$ cat src/rtl/bus_arbiter_if.sv
// Signal bundle for bus_arbiter: two master request channels, the shared
// slave channel and the one-hot grant vector.
interface bus_arbiter_if #(
  parameter int ADDR_W = 8,
  parameter int DATA_W = 8
);
  logic [ADDR_W-1:0] m0_address;
  logic [ADDR_W-1:0] m1_address;
  logic [DATA_W-1:0] m0_data_out;
  logic [DATA_W-1:0] m1_data_out;
  logic              m0_read;
  logic              m1_read;
  logic              m0_write;
  logic              m1_write;
  logic [DATA_W-1:0] m0_data_in;
  logic [DATA_W-1:0] m1_data_in;
  logic              m0_ready;
  logic              m1_ready;
  logic              m0_err;
  logic              m1_err;
  logic [ADDR_W-1:0] s_address;
  logic [DATA_W-1:0] s_data_out;
  logic              s_read;
  logic              s_write;
  logic [DATA_W-1:0] s_data_in;
  logic              s_ready;
  logic [1:0]        grant;

  // Arbiter view: answers both masters and drives the shared slave bus.
  modport slave (
    input  m0_address, m1_address, m0_data_out, m1_data_out,
    input  m0_read, m1_read, m0_write, m1_write,
    input  s_data_in, s_ready,
    output m0_data_in, m1_data_in, m0_ready, m1_ready, m0_err, m1_err,
    output s_address, s_data_out, s_read, s_write, grant
  );

  // Environment view: the two bus masters plus the memory/peripheral slave.
  modport master (
    output m0_address, m1_address, m0_data_out, m1_data_out,
    output m0_read, m1_read, m0_write, m1_write,
    output s_data_in, s_ready,
    input  m0_data_in, m1_data_in, m0_ready, m1_ready, m0_err, m1_err,
    input  s_address, s_data_out, s_read, s_write, grant
  );
endinterface

$ cat src/rtl/bus_arbiter.sv
// Two-master round-robin arbiter for the shared external bus, with a bounded
// wait on the slave: transactions not completed within TIMEOUT cycles abort.
module bus_arbiter #(
  parameter int ADDR_W  = 8,
  parameter int DATA_W  = 8,
  parameter int TIMEOUT = 15,
  parameter int CNT_W   = 4
) (
  input  logic         clk,
  input  logic         reset,
  bus_arbiter_if.slave bus
);

  typedef enum logic [1:0] {
    IDLE = 2'd0,
    BUSY = 2'd1,
    DONE = 2'd2
  } state_e;

  localparam logic [CNT_W-1:0] CNT_LAST = CNT_W'(TIMEOUT - 1);

  state_e            state_q, state_d;
  logic              owner_q, owner_d;
  logic              last_owner_q, last_owner_d;
  logic              wr_q, wr_d;
  logic [CNT_W-1:0]  cnt_q, cnt_d;
  logic [ADDR_W-1:0] addr_q, addr_d;
  logic [DATA_W-1:0] wdata_q, wdata_d;
  logic [1:0]        grant_q, grant_d;
  logic              s_read_q, s_read_d;
  logic              s_write_q, s_write_d;
  logic              m0_ready_q, m0_ready_d;
  logic              m1_ready_q, m1_ready_d;
  logic              m0_err_q, m0_err_d;
  logic              m1_err_q, m1_err_d;
  logic [DATA_W-1:0] m0_rdata_q, m0_rdata_d;
  logic [DATA_W-1:0] m1_rdata_q, m1_rdata_d;

  logic              req0, req1, pick, finish, abort;
  logic [DATA_W-1:0] ret_data;

  // On a tie the master that did not own the bus last goes next.
  function automatic logic pick_owner(input logic r0, input logic r1, input logic last);
    if (r0 && r1) return ~last;
    return r1;
  endfunction

  always_comb begin
    state_d      = state_q;
    owner_d      = owner_q;
    last_owner_d = last_owner_q;
    wr_d         = wr_q;
    cnt_d        = cnt_q;
    addr_d       = addr_q;
    wdata_d      = wdata_q;
    grant_d      = grant_q;
    s_read_d     = s_read_q;
    s_write_d    = s_write_q;
    m0_ready_d   = 1'b0;
    m1_ready_d   = 1'b0;
    m0_err_d     = 1'b0;
    m1_err_d     = 1'b0;
    m0_rdata_d   = m0_rdata_q;
    m1_rdata_d   = m1_rdata_q;

    req0     = bus.m0_read | bus.m0_write;
    req1     = bus.m1_read | bus.m1_write;
    pick     = pick_owner(req0, req1, last_owner_q);
    // s_ready beats a timeout landing on the same edge.
    finish   = bus.s_ready;
    abort    = !bus.s_ready && (cnt_q == CNT_LAST);
    ret_data = bus.s_ready ? bus.s_data_in : {DATA_W{1'b1}};

    case (state_q)
      IDLE: begin
        if (req0 || req1) begin
          owner_d   = pick;
          addr_d    = pick ? bus.m1_address  : bus.m0_address;
          wdata_d   = pick ? bus.m1_data_out : bus.m0_data_out;
          // A simultaneous read+write request is treated as a write.
          wr_d      = pick ? bus.m1_write    : bus.m0_write;
          cnt_d     = '0;
          grant_d   = pick ? 2'b10 : 2'b01;
          s_write_d = wr_d;
          s_read_d  = ~wr_d;
          state_d   = BUSY;
        end
      end
      BUSY: begin
        cnt_d = cnt_q + CNT_W'(1);
        if (finish || abort) begin
          s_read_d  = 1'b0;
          s_write_d = 1'b0;
          state_d   = DONE;
          if (owner_q) begin
            m1_ready_d = 1'b1;
            m1_err_d   = abort;
            if (!wr_q) m1_rdata_d = ret_data;
          end else begin
            m0_ready_d = 1'b1;
            m0_err_d   = abort;
            if (!wr_q) m0_rdata_d = ret_data;
          end
        end
      end
      DONE: begin
        grant_d      = 2'b00;
        last_owner_d = owner_q;
        state_d      = IDLE;
      end
      default: begin
        state_d = IDLE;
      end
    endcase
  end

  always_ff @(posedge clk or posedge reset) begin
    if (reset) begin
      state_q      <= IDLE;
      owner_q      <= 1'b0;
      last_owner_q <= 1'b1;
      wr_q         <= 1'b0;
      cnt_q        <= '0;
      addr_q       <= '0;
      wdata_q      <= '0;
      grant_q      <= 2'b00;
      s_read_q     <= 1'b0;
      s_write_q    <= 1'b0;
      m0_ready_q   <= 1'b0;
      m1_ready_q   <= 1'b0;
      m0_err_q     <= 1'b0;
      m1_err_q     <= 1'b0;
      m0_rdata_q   <= '0;
      m1_rdata_q   <= '0;
    end else begin
      state_q      <= state_d;
      owner_q      <= owner_d;
      last_owner_q <= last_owner_d;
      wr_q         <= wr_d;
      cnt_q        <= cnt_d;
      addr_q       <= addr_d;
      wdata_q      <= wdata_d;
      grant_q      <= grant_d;
      s_read_q     <= s_read_d;
      s_write_q    <= s_write_d;
      m0_ready_q   <= m0_ready_d;
      m1_ready_q   <= m1_ready_d;
      m0_err_q     <= m0_err_d;
      m1_err_q     <= m1_err_d;
      m0_rdata_q   <= m0_rdata_d;
      m1_rdata_q   <= m1_rdata_d;
    end
  end

  assign bus.grant      = grant_q;
  assign bus.s_address  = addr_q;
  assign bus.s_data_out = wdata_q;
  assign bus.s_read     = s_read_q;
  assign bus.s_write    = s_write_q;
  assign bus.m0_ready   = m0_ready_q;
  assign bus.m1_ready   = m1_ready_q;
  assign bus.m0_err     = m0_err_q;
  assign bus.m1_err     = m1_err_q;
  assign bus.m0_data_in = m0_rdata_q;
  assign bus.m1_data_in = m1_rdata_q;

endmodule
$ cat src/flat_wrapper.sv
// flat-port wrapper written by rule: the top's interface ports become plain ports
module bus_arbiter_flat 
#(
  parameter int ADDR_W  = 8,
  parameter int DATA_W  = 8,
  parameter int TIMEOUT = 15,
  parameter int CNT_W   = 4
)
  (clk, reset, bus_m0_address, bus_m1_address, bus_m0_data_out, bus_m1_data_out, bus_m0_read, bus_m1_read, bus_m0_write, bus_m1_write, bus_s_data_in, bus_s_ready, bus_m0_data_in, bus_m1_data_in, bus_m0_ready, bus_m1_ready, bus_m0_err, bus_m1_err, bus_s_address, bus_s_data_out, bus_s_read, bus_s_write, bus_grant);
  bus_arbiter_if #(.ADDR_W(ADDR_W), .DATA_W(DATA_W)) bus_i ();
  input  logic clk;
  input  logic reset;
  input wire logic [$bits(bus_i.m0_address)-1:0] bus_m0_address;
  input wire logic [$bits(bus_i.m1_address)-1:0] bus_m1_address;
  input wire logic [$bits(bus_i.m0_data_out)-1:0] bus_m0_data_out;
  input wire logic [$bits(bus_i.m1_data_out)-1:0] bus_m1_data_out;
  input wire logic [$bits(bus_i.m0_read)-1:0] bus_m0_read;
  input wire logic [$bits(bus_i.m1_read)-1:0] bus_m1_read;
  input wire logic [$bits(bus_i.m0_write)-1:0] bus_m0_write;
  input wire logic [$bits(bus_i.m1_write)-1:0] bus_m1_write;
  input wire logic [$bits(bus_i.s_data_in)-1:0] bus_s_data_in;
  input wire logic [$bits(bus_i.s_ready)-1:0] bus_s_ready;
  output wire logic [$bits(bus_i.m0_data_in)-1:0] bus_m0_data_in;
  output wire logic [$bits(bus_i.m1_data_in)-1:0] bus_m1_data_in;
  output wire logic [$bits(bus_i.m0_ready)-1:0] bus_m0_ready;
  output wire logic [$bits(bus_i.m1_ready)-1:0] bus_m1_ready;
  output wire logic [$bits(bus_i.m0_err)-1:0] bus_m0_err;
  output wire logic [$bits(bus_i.m1_err)-1:0] bus_m1_err;
  output wire logic [$bits(bus_i.s_address)-1:0] bus_s_address;
  output wire logic [$bits(bus_i.s_data_out)-1:0] bus_s_data_out;
  output wire logic [$bits(bus_i.s_read)-1:0] bus_s_read;
  output wire logic [$bits(bus_i.s_write)-1:0] bus_s_write;
  output wire logic [$bits(bus_i.grant)-1:0] bus_grant;
  assign bus_i.m0_address = bus_m0_address;
  assign bus_i.m1_address = bus_m1_address;
  assign bus_i.m0_data_out = bus_m0_data_out;
  assign bus_i.m1_data_out = bus_m1_data_out;
  assign bus_i.m0_read = bus_m0_read;
  assign bus_i.m1_read = bus_m1_read;
  assign bus_i.m0_write = bus_m0_write;
  assign bus_i.m1_write = bus_m1_write;
  assign bus_i.s_data_in = bus_s_data_in;
  assign bus_i.s_ready = bus_s_ready;
  assign bus_m0_data_in = bus_i.m0_data_in;
  assign bus_m1_data_in = bus_i.m1_data_in;
  assign bus_m0_ready = bus_i.m0_ready;
  assign bus_m1_ready = bus_i.m1_ready;
  assign bus_m0_err = bus_i.m0_err;
  assign bus_m1_err = bus_i.m1_err;
  assign bus_s_address = bus_i.s_address;
  assign bus_s_data_out = bus_i.s_data_out;
  assign bus_s_read = bus_i.s_read;
  assign bus_s_write = bus_i.s_write;
  assign bus_grant = bus_i.grant;
  bus_arbiter #(.ADDR_W(ADDR_W), .DATA_W(DATA_W), .TIMEOUT(TIMEOUT), .CNT_W(CNT_W)) u_core (.clk(clk), .reset(reset), .bus(bus_i));
endmodule
$ cat config.mk
export PLATFORM = sky130hd
export DESIGN_NAME = bus_arbiter_flat
export DESIGN_NICKNAME = d
export VERILOG_FILES = /design/src/rtl/bus_arbiter_if.sv /design/src/rtl/bus_arbiter.sv /design/src/flat_wrapper.sv
export SDC_FILE = /design/constraint.sdc
export NUM_CORES = 1
export LEC_CHECK = 0
export BUFFER_PORTS_ARGS = -buffer_cell sky130_fd_sc_hd__buf_2
export CORE_ASPECT_RATIO = 2
export CORE_UTILIZATION = 49
export CTS_BUF_LIST = sky130_fd_sc_hd__clkbuf_8
export DETAILED_ROUTE_END_ITERATION = 16
export GPL_TIMING_DRIVEN = 1
export PLACE_DENSITY = 0.81
export SYNTH_ARGS = -nofsm -noshare
export SYNTH_HDL_FRONTEND = slang
export SYNTH_SLANG_ARGS = --single-unit
$ cat constraint.sdc
create_clock -name clk -period 2.6 [get_ports clk]
set_clock_uncertainty 0.1 [all_clocks]
set_input_delay 0.39 -clock clk [delete_from_list [all_inputs] [get_ports clk]]
set_output_delay 0.39 -clock clk [all_outputs]
set_load 0.02 [all_outputs]
==> results of run 1 <==
==> per-stage QoR <==
step	hold slack (ps)	utilization, %
after floorplan	358	-
after global placement	347	63.5
after detailed placement	350	63.5
after CTS	57.6	65.9
after global routing	66.2	65.9
final	39.4	65.9
==> cells by family after synthesis <==
| kind of cell | share of synthesized area (%) |
|---|---|
| AO/OA/AOI/OAI | 11.3 |
| AND/OR/NAND/NOR | 16.1 |
| adder cells (fa/ha/maj) | 1.17 |
| buffers and inverters | 3.00 |
| flip-flops | 57.6 |
| multiplexers | 10.4 |
| XOR/XNOR | 0.411 |
==> routing by layer <==
layer  share of wire [%]  wire [um]  vias up  global-route usage [%]
met5                   0          0        -                       0
met4                 1.9         90        0                    11.8
li1                    -          -      804                       -
met3                 3.8        178        7                    4.78
met1                  36       1690      793                    20.9
met2                  59       2770       51                    42.1
==> power by group <==
group	total (mW)	internal, mW	switching, mW	leakage, nW
combinational	1.52	0.627	0.891	0.792
clock	0.476	0.240	0.235	0.0542
sequential	1.32	1.11	0.212	0.589
total	3.31	1.97	1.34	1.44
==> critical path, stage by stage, from the launching register on <==
cell and delay [ps]:
dfrtp_1 420, inv_1 70, ha_1 200, and3_1 200, o21ai_2 190, or3_1 450, mux2_4 350
==> state kept, by name (all words and copies together) (netlist names), 2 cells and up <==
register / count
u_core.bus.grant: 2
u_core.bus.m0_data_in: 8
u_core.bus.m1_data_in: 8
u_core.bus.s_address: 8
u_core.bus.s_data_out: 8
u_core.cnt_q: 4
u_core.state_q: 2
==> final cells by class <==
| class | instances | area, sq um | area share [%] |
|---|---|---|---|
| Timing Repair Buffer | 91 | 468 | 17.2 |
| Inverter | 4 | 15.0 | 0.551 |
| Sequential cell | 49 | 1230 | 45.1 |
| Multi-Input combinational cell | 118 | 846 | 31.1 |
| Clock inverter | 1 | 5.00 | 0.184 |
| Clock buffer | 7 | 96.3 | 3.54 |
| Tap cell | 52 | 65.1 | 2.39 |
==> synth_stat cells, types with 2 or more instances <==
cell / number / area, sq um
mux2_2: 9 / 101
and2_1: 2 / 12.5
a21o_1: 3 / 22.5
mux2_4: 8 / 120
a21oi_1: 2 / 10.0
ha_1: 2 / 25.0
or2b_1: 3 / 22.5
nand2b_1: 2 / 12.5
nand2_1: 33 / 124
nor2_1: 4 / 15.0
or2b_2: 5 / 43.8
o21ai_0: 4 / 20.0
nand3_1: 5 / 25.0
clkbuf_1: 2 / 7.51
buf_2: 5 / 25.0
dfrtp_1: 48 / 1200
a22oi_1: 16 / 120
inv_1: 4 / 15.0
==> worst min-delay path by stage <==
| stage | startpoint | to | slack [ps] |
|---|---|---|---|
| floorplan | u_core.wr_q$_DFFE_PP0P_ | u_core.wr_q$_DFFE_PP0P_ | 360 |
| global placement | u_core.bus.s_address[1]$_DFFE_PP0P_ | u_core.bus.s_address[1]$_DFFE_PP0P_ | 350 |
| detailed placement | u_core.bus.s_data_out[2]$_DFFE_PP0P_ | u_core.bus.s_data_out[2]$_DFFE_PP0P_ | 350 |
| CTS | reset | u_core.bus.s_data_out[0]$_DFFE_PP0P_ | 60 |
| global route | reset | u_core.bus.s_data_out[0]$_DFFE_PP0P_ | 70 |
| finish | reset | u_core.bus.m0_data_in[3]$_DFFE_PP0P_ | 40 |
==> run_results.csv, run 1 <==
group,metric,value,unit
outcome,outcome,"completed",
hold_path,hold_class,"in -> async",
yosys,syn_inst,180,
final_layout,diodes,0,
placed_design,port_buffers,86,
global_routing,grt_pass1_vias,1586,
route,ant_nets,0,
route,viasPerCell,5.14,
worst_setup_path,worst-setup-path-type,"reg -> reg",
final_layout,fill_cells,361,
worst_setup_path,end_kind,"flop",
yosys,synth_edf_count,0,
worst_setup_path,required,2690,ps
placed_design,dp_hpwl,3620,um
worst_setup_path,rrSetupSlack,520,ps
route,firstDrtPassIters,4,
worst_setup_path,regToRegStartpoint,"u_core.cnt_q[0]$_DFFE_PP0P_",
cts,clock_sinks,49,
timing,period_minus_slack,2080,ps
timing,worst_slew_pin_slew,791,ps
route,num_vias,1655,
cts,root_buffer,"clkbuf_8",
die,die_area,0.00463,sq mm
global_routing,track_usage,21.8,%
cts,ctsHtreeMaxLevel,2,
yosys,syn-cell-area,0.00213,sq mm
yosys,ys_async_sr_fraction,100,%
yosys,ys_seq_elements,49,
final_layout,final_common_cell,"buf_2",
final_layout,syn_to_final_growth,27.8,%
pwr,peakVddDrop,0.000704,V
final_layout,final_cell_mix,"86 x buf_2, 48 x dfrtp_1, 33 x nand2_1, 16 x a22oi_1, 9 x mux2_2",
cts,clk_pin_slew,80,ps
timing,slew_headroom,46.7,%
route,drt_iter0_drc,19,
global_routing,grt_pass1_wl,7380,um
cts,cts_hold_buf,0,
die,die_h,95.2,um
yosys,seq_area_frac_synth,57.6,%
worst_setup_path,crit_end,"u_core.bus.m0_data_in[4]$_DFFE_PP0P_",
yosys,yosysWarnings,0,
pwr,power.leakage,1.44,nW
die,start_util,51.6,%
timing,fmax,0.480,GHz
yosys,synth_cell_types,41,
yosys,syn_area_per_cell,11.8,sq um
global_routing,antenna_found_initial,0,
cts,clock_path_buffers,2,
die,die-width,48.6,um
timing,hold_viol,0,
worst_setup_path,start_kind,"flop",
timing,fin_crit_sh,80.1,%
pwr,p_per_area,1220,mW/mm^2
route,wl_per_cell,14.7,um
cts,cts_setup_buffers,0,
timing,setup_tns,0,ps
cts,cts_tree,"built",
route,totalWireLength,4720,um
worst_setup_path,rr_endpoint,"u_core.bus.m0_data_in[4]$_DFFE_PP0P_",
pwr,power,3.31,mW
cts,clock_latency,300,ps
worst_setup_path,arrival,2170,ps
final_layout,nets,318,
global_routing,overflow,0,
timing,rsz0062_at_grt,"false",
worst_setup_path,ff2ff_path_depth,6,
final_layout,fin_cells,322,
placed_design,place_area,0.00262,sq mm
timing,finalMaxSlewViolations,0,
timing,finalSetupViolations,0,
route,drc,0,
cts,cts_resized,0,
run,cap_violations,0,
die,core_area,0.00413,sq mm
placed_design,place_ws,534,ps
placed_design,dp_cells,314,
worst_setup_path,path_max_fanout,8,
global_routing,grt_max_degree,29,
final_layout,drive_gt1_share,48.5,%
yosys,syn-num-nets,229,
die,ios,87,
timing,postLayoutSetupSlackWorst,517,ps
die,row_count,33,
placed_design,place_congestion,0.767,
worst_setup_path,startpoint,"u_core.cnt_q[0]$_DFFE_PP0P_",
yosys,ys.flop_type,"dfrtp_1",
final_layout,design_area,0.00272,sq mm
cts,cts_buffers,5,
Power figures use the tool's default switching activity.
==> run 2, diff against run 1 <==
CORE_UTILIZATION = 45   (was 49)
PLACE_DENSITY = 0.78   (was 0.81)
clock period = 1.7 ns   (was 2.6 ns; I/O delays follow)
==> run 2 against run 1 <==
  * The flow now finishes with violations (negative setup slack)
  * Utilization down 1.4 points
  * Fmax increased by 9.4%
  * Final cell count rose by 5.3%
  * Setup slack worse by 720 ps
  * Clock-buffer cell count fell by 1
  * Total power increased by 64%
  * Critical path depth stayed put
  * Die area rose by 8.6%
  * Register-to-register slack worse by 720 ps
  * Critical path type unchanged
  * Largest power group unchanged
==> run_results.csv, run 2 (synthesized netlist as in run 1, its figures left out) <==
group,metric,value,unit
outcome,outcome,"finished, violations left",
outcome,violations,"negative setup slack",
route,num_vias,1761,
cts,clk_pin_slew,80,ps
placed_design,place_area,0.00272,sq mm
timing,hold_viol,0,
worst_setup_path,worst-setup-path-type,"reg -> reg",
cts,clock_path_buffers,2,
cts,cts_tree,"built",
pwr,power,5.41,mW
final_layout,nets,333,
timing,fin_crit_sh,112,%
final_layout,fin_cells,339,
global_routing,antenna_found_initial,0,
global_routing,track_usage,19.9,%
route,totalWireLength,5050,um
die,die-width,50.6,um
timing,period_minus_slack,1900,ps
placed_design,dp_cells,326,
cts,cts_buffers,5,
worst_setup_path,rrSetupSlack,-200,ps
final_layout,final_common_cell,"buf_2",
cts,ctsHtreeMaxLevel,2,
route,firstDrtPassIters,4,
timing,rsz0062_at_grt,"true",
worst_setup_path,required,1780,ps
route,drc,0,
final_layout,design_area,0.00294,sq mm
route,drt_iter0_drc,29,
final_layout,syn_to_final_growth,38.1,%
placed_design,place_congestion,0.761,
hold_path,hold_class,"in -> reg",
final_layout,fill_cells,385,
run,cap_violations,0,
timing,slew_headroom,74.9,%
worst_setup_path,end_kind,"flop",
pwr,p_per_area,1840,mW/mm^2
cts,clock_sinks,49,
timing,finalMaxSlewViolations,0,
worst_setup_path,path_max_fanout,8,
global_routing,grt_pass1_vias,1724,
final_layout,final_cell_mix,"86 x buf_2, 48 x dfrtp_1, 33 x nand2_1, 17 x buf_4",
die,row_count,35,
timing,fmax,0.525,GHz
global_routing,grt_pass1_wl,7520,um
placed_design,port_buffers,86,
final_layout,utilization,64.6,%
worst_setup_path,critPathSlowestCell,"or3_4",
cts,root_buffer,"clkbuf_8",
cts,clock_latency,300,ps
final_layout,drive_gt1_share,52.5,%
global_routing,overflow,0,
worst_setup_path,path_delay_family,"simple AND/OR/NAND/NOR gates",
timing,finalSetupViolations,16,
route,viasPerCell,5.19,
final_layout,diodes,0,
worst_setup_path,cpPeakStageDelay,480,ps
die,die_area,0.00503,sq mm
route,wl_per_cell,14.9,um
timing,postLayoutSetupSlackWorst,-205,ps
die,ios,87,
timing,setup_tns,-1780,ps
timing,worst_slew_pin_slew,372,ps
global_routing,grt_max_degree,34,
worst_setup_path,start_kind,"flop",
die,die_h,99.3,um
worst_setup_path,cp_cell_sequence,"inv_2, ha_4, and3_4, o21ai_4, or3_4, mux2_4",
pwr,peakVddDrop,0.000950,V
pwr,power.leakage,1.57,nW
die,core_area,0.00455,sq mm
route,ant_nets,0,
die,start_util,46.8,%
placed_design,dp_hpwl,3620,um
worst_setup_path,crit_buf_inv,1,
worst_setup_path,arrival,1990,ps
[run 2: power by group]
group	internal [mW]	total (mW)	leakage [nW]	switching, mW
combinational	1.23	2.73	0.936	1.50
clock	0.322	0.685	0.0433	0.364
sequential	1.69	2.00	0.589	0.305
total	3.24	5.41	1.57	2.17
[run 2: path summary, 6_finish.rpt]
check	startpoint	to	cells after the start
setup reg to reg	u_core.cnt_q[0]$_DFFE_PP0P_	u_core.bus.m0_data_in[1]$_DFFE_PP0P_	6
hold / removal	bus_m1_data_out[6]	u_core.bus.s_data_out[6]$_DFFE_PP0P_	3
setup / recovery	u_core.cnt_q[0]$_DFFE_PP0P_	u_core.bus.m0_data_in[1]$_DFFE_PP0P_	6
min in group asynchronous	reset	u_core.bus.s_address[2]$_DFFE_PP0P_	3
max in group asynchronous	reset	u_core.last_owner_q$_DFFE_PP1P_	4
hold reg to reg	u_core.bus.s_data_out[6]$_DFFE_PP0P_	u_core.bus.s_data_out[6]$_DFFE_PP0P_	2
[run 2: layout make-up]
cell class | count | area (sq um) | area share (%)
Clock buffer | 6 | 82.6 | 2.81
Clock inverter | 1 | 7.51 | 0.255
Inverter | 4 | 15.0 | 0.510
Multi-Input combinational cell | 118 | 932 | 31.7
Sequential cell | 49 | 1230 | 41.7
Tap cell | 55 | 68.8 | 2.34
Timing Repair Buffer | 106 | 608 | 20.7
[run 2: through the flow]
step,hold WS [ps],worst slack [ps]
after floorplan,290,-133
after global placement,146,-130
after detailed placement,151,-199
after CTS,62.4,-184
after global routing,71.3,-239
final,68.6,-205
[run 2: repair_timing]
action,4_1_cts,5_1_grt
endpoints found under the hold margin,16,0
hold buffers,1,0
setup endpoints to repair,33,18
resized for setup,3,14
pin swaps,1,3
setup buffers,2,4
[run 2: worst reg2reg max path, cell delays in order, from the launching register on]
cell     delay (ps)
dfrtp_1         410
inv_2            80
ha_4            130
and3_4          200
o21ai_4          60
or3_4           480
mux2_4          330
[run 2: routing by layer]
layer | global-route usage [%] | vias to the layer above | wire length, um
met5 | 0 | - | 0
li1 | - | 833 | -
met4 | 8.97 | 0 | 91
met2 | 39.1 | 58 | 2900
met1 | 18.8 | 860 | 1860
met3 | 3.52 | 10 | 189
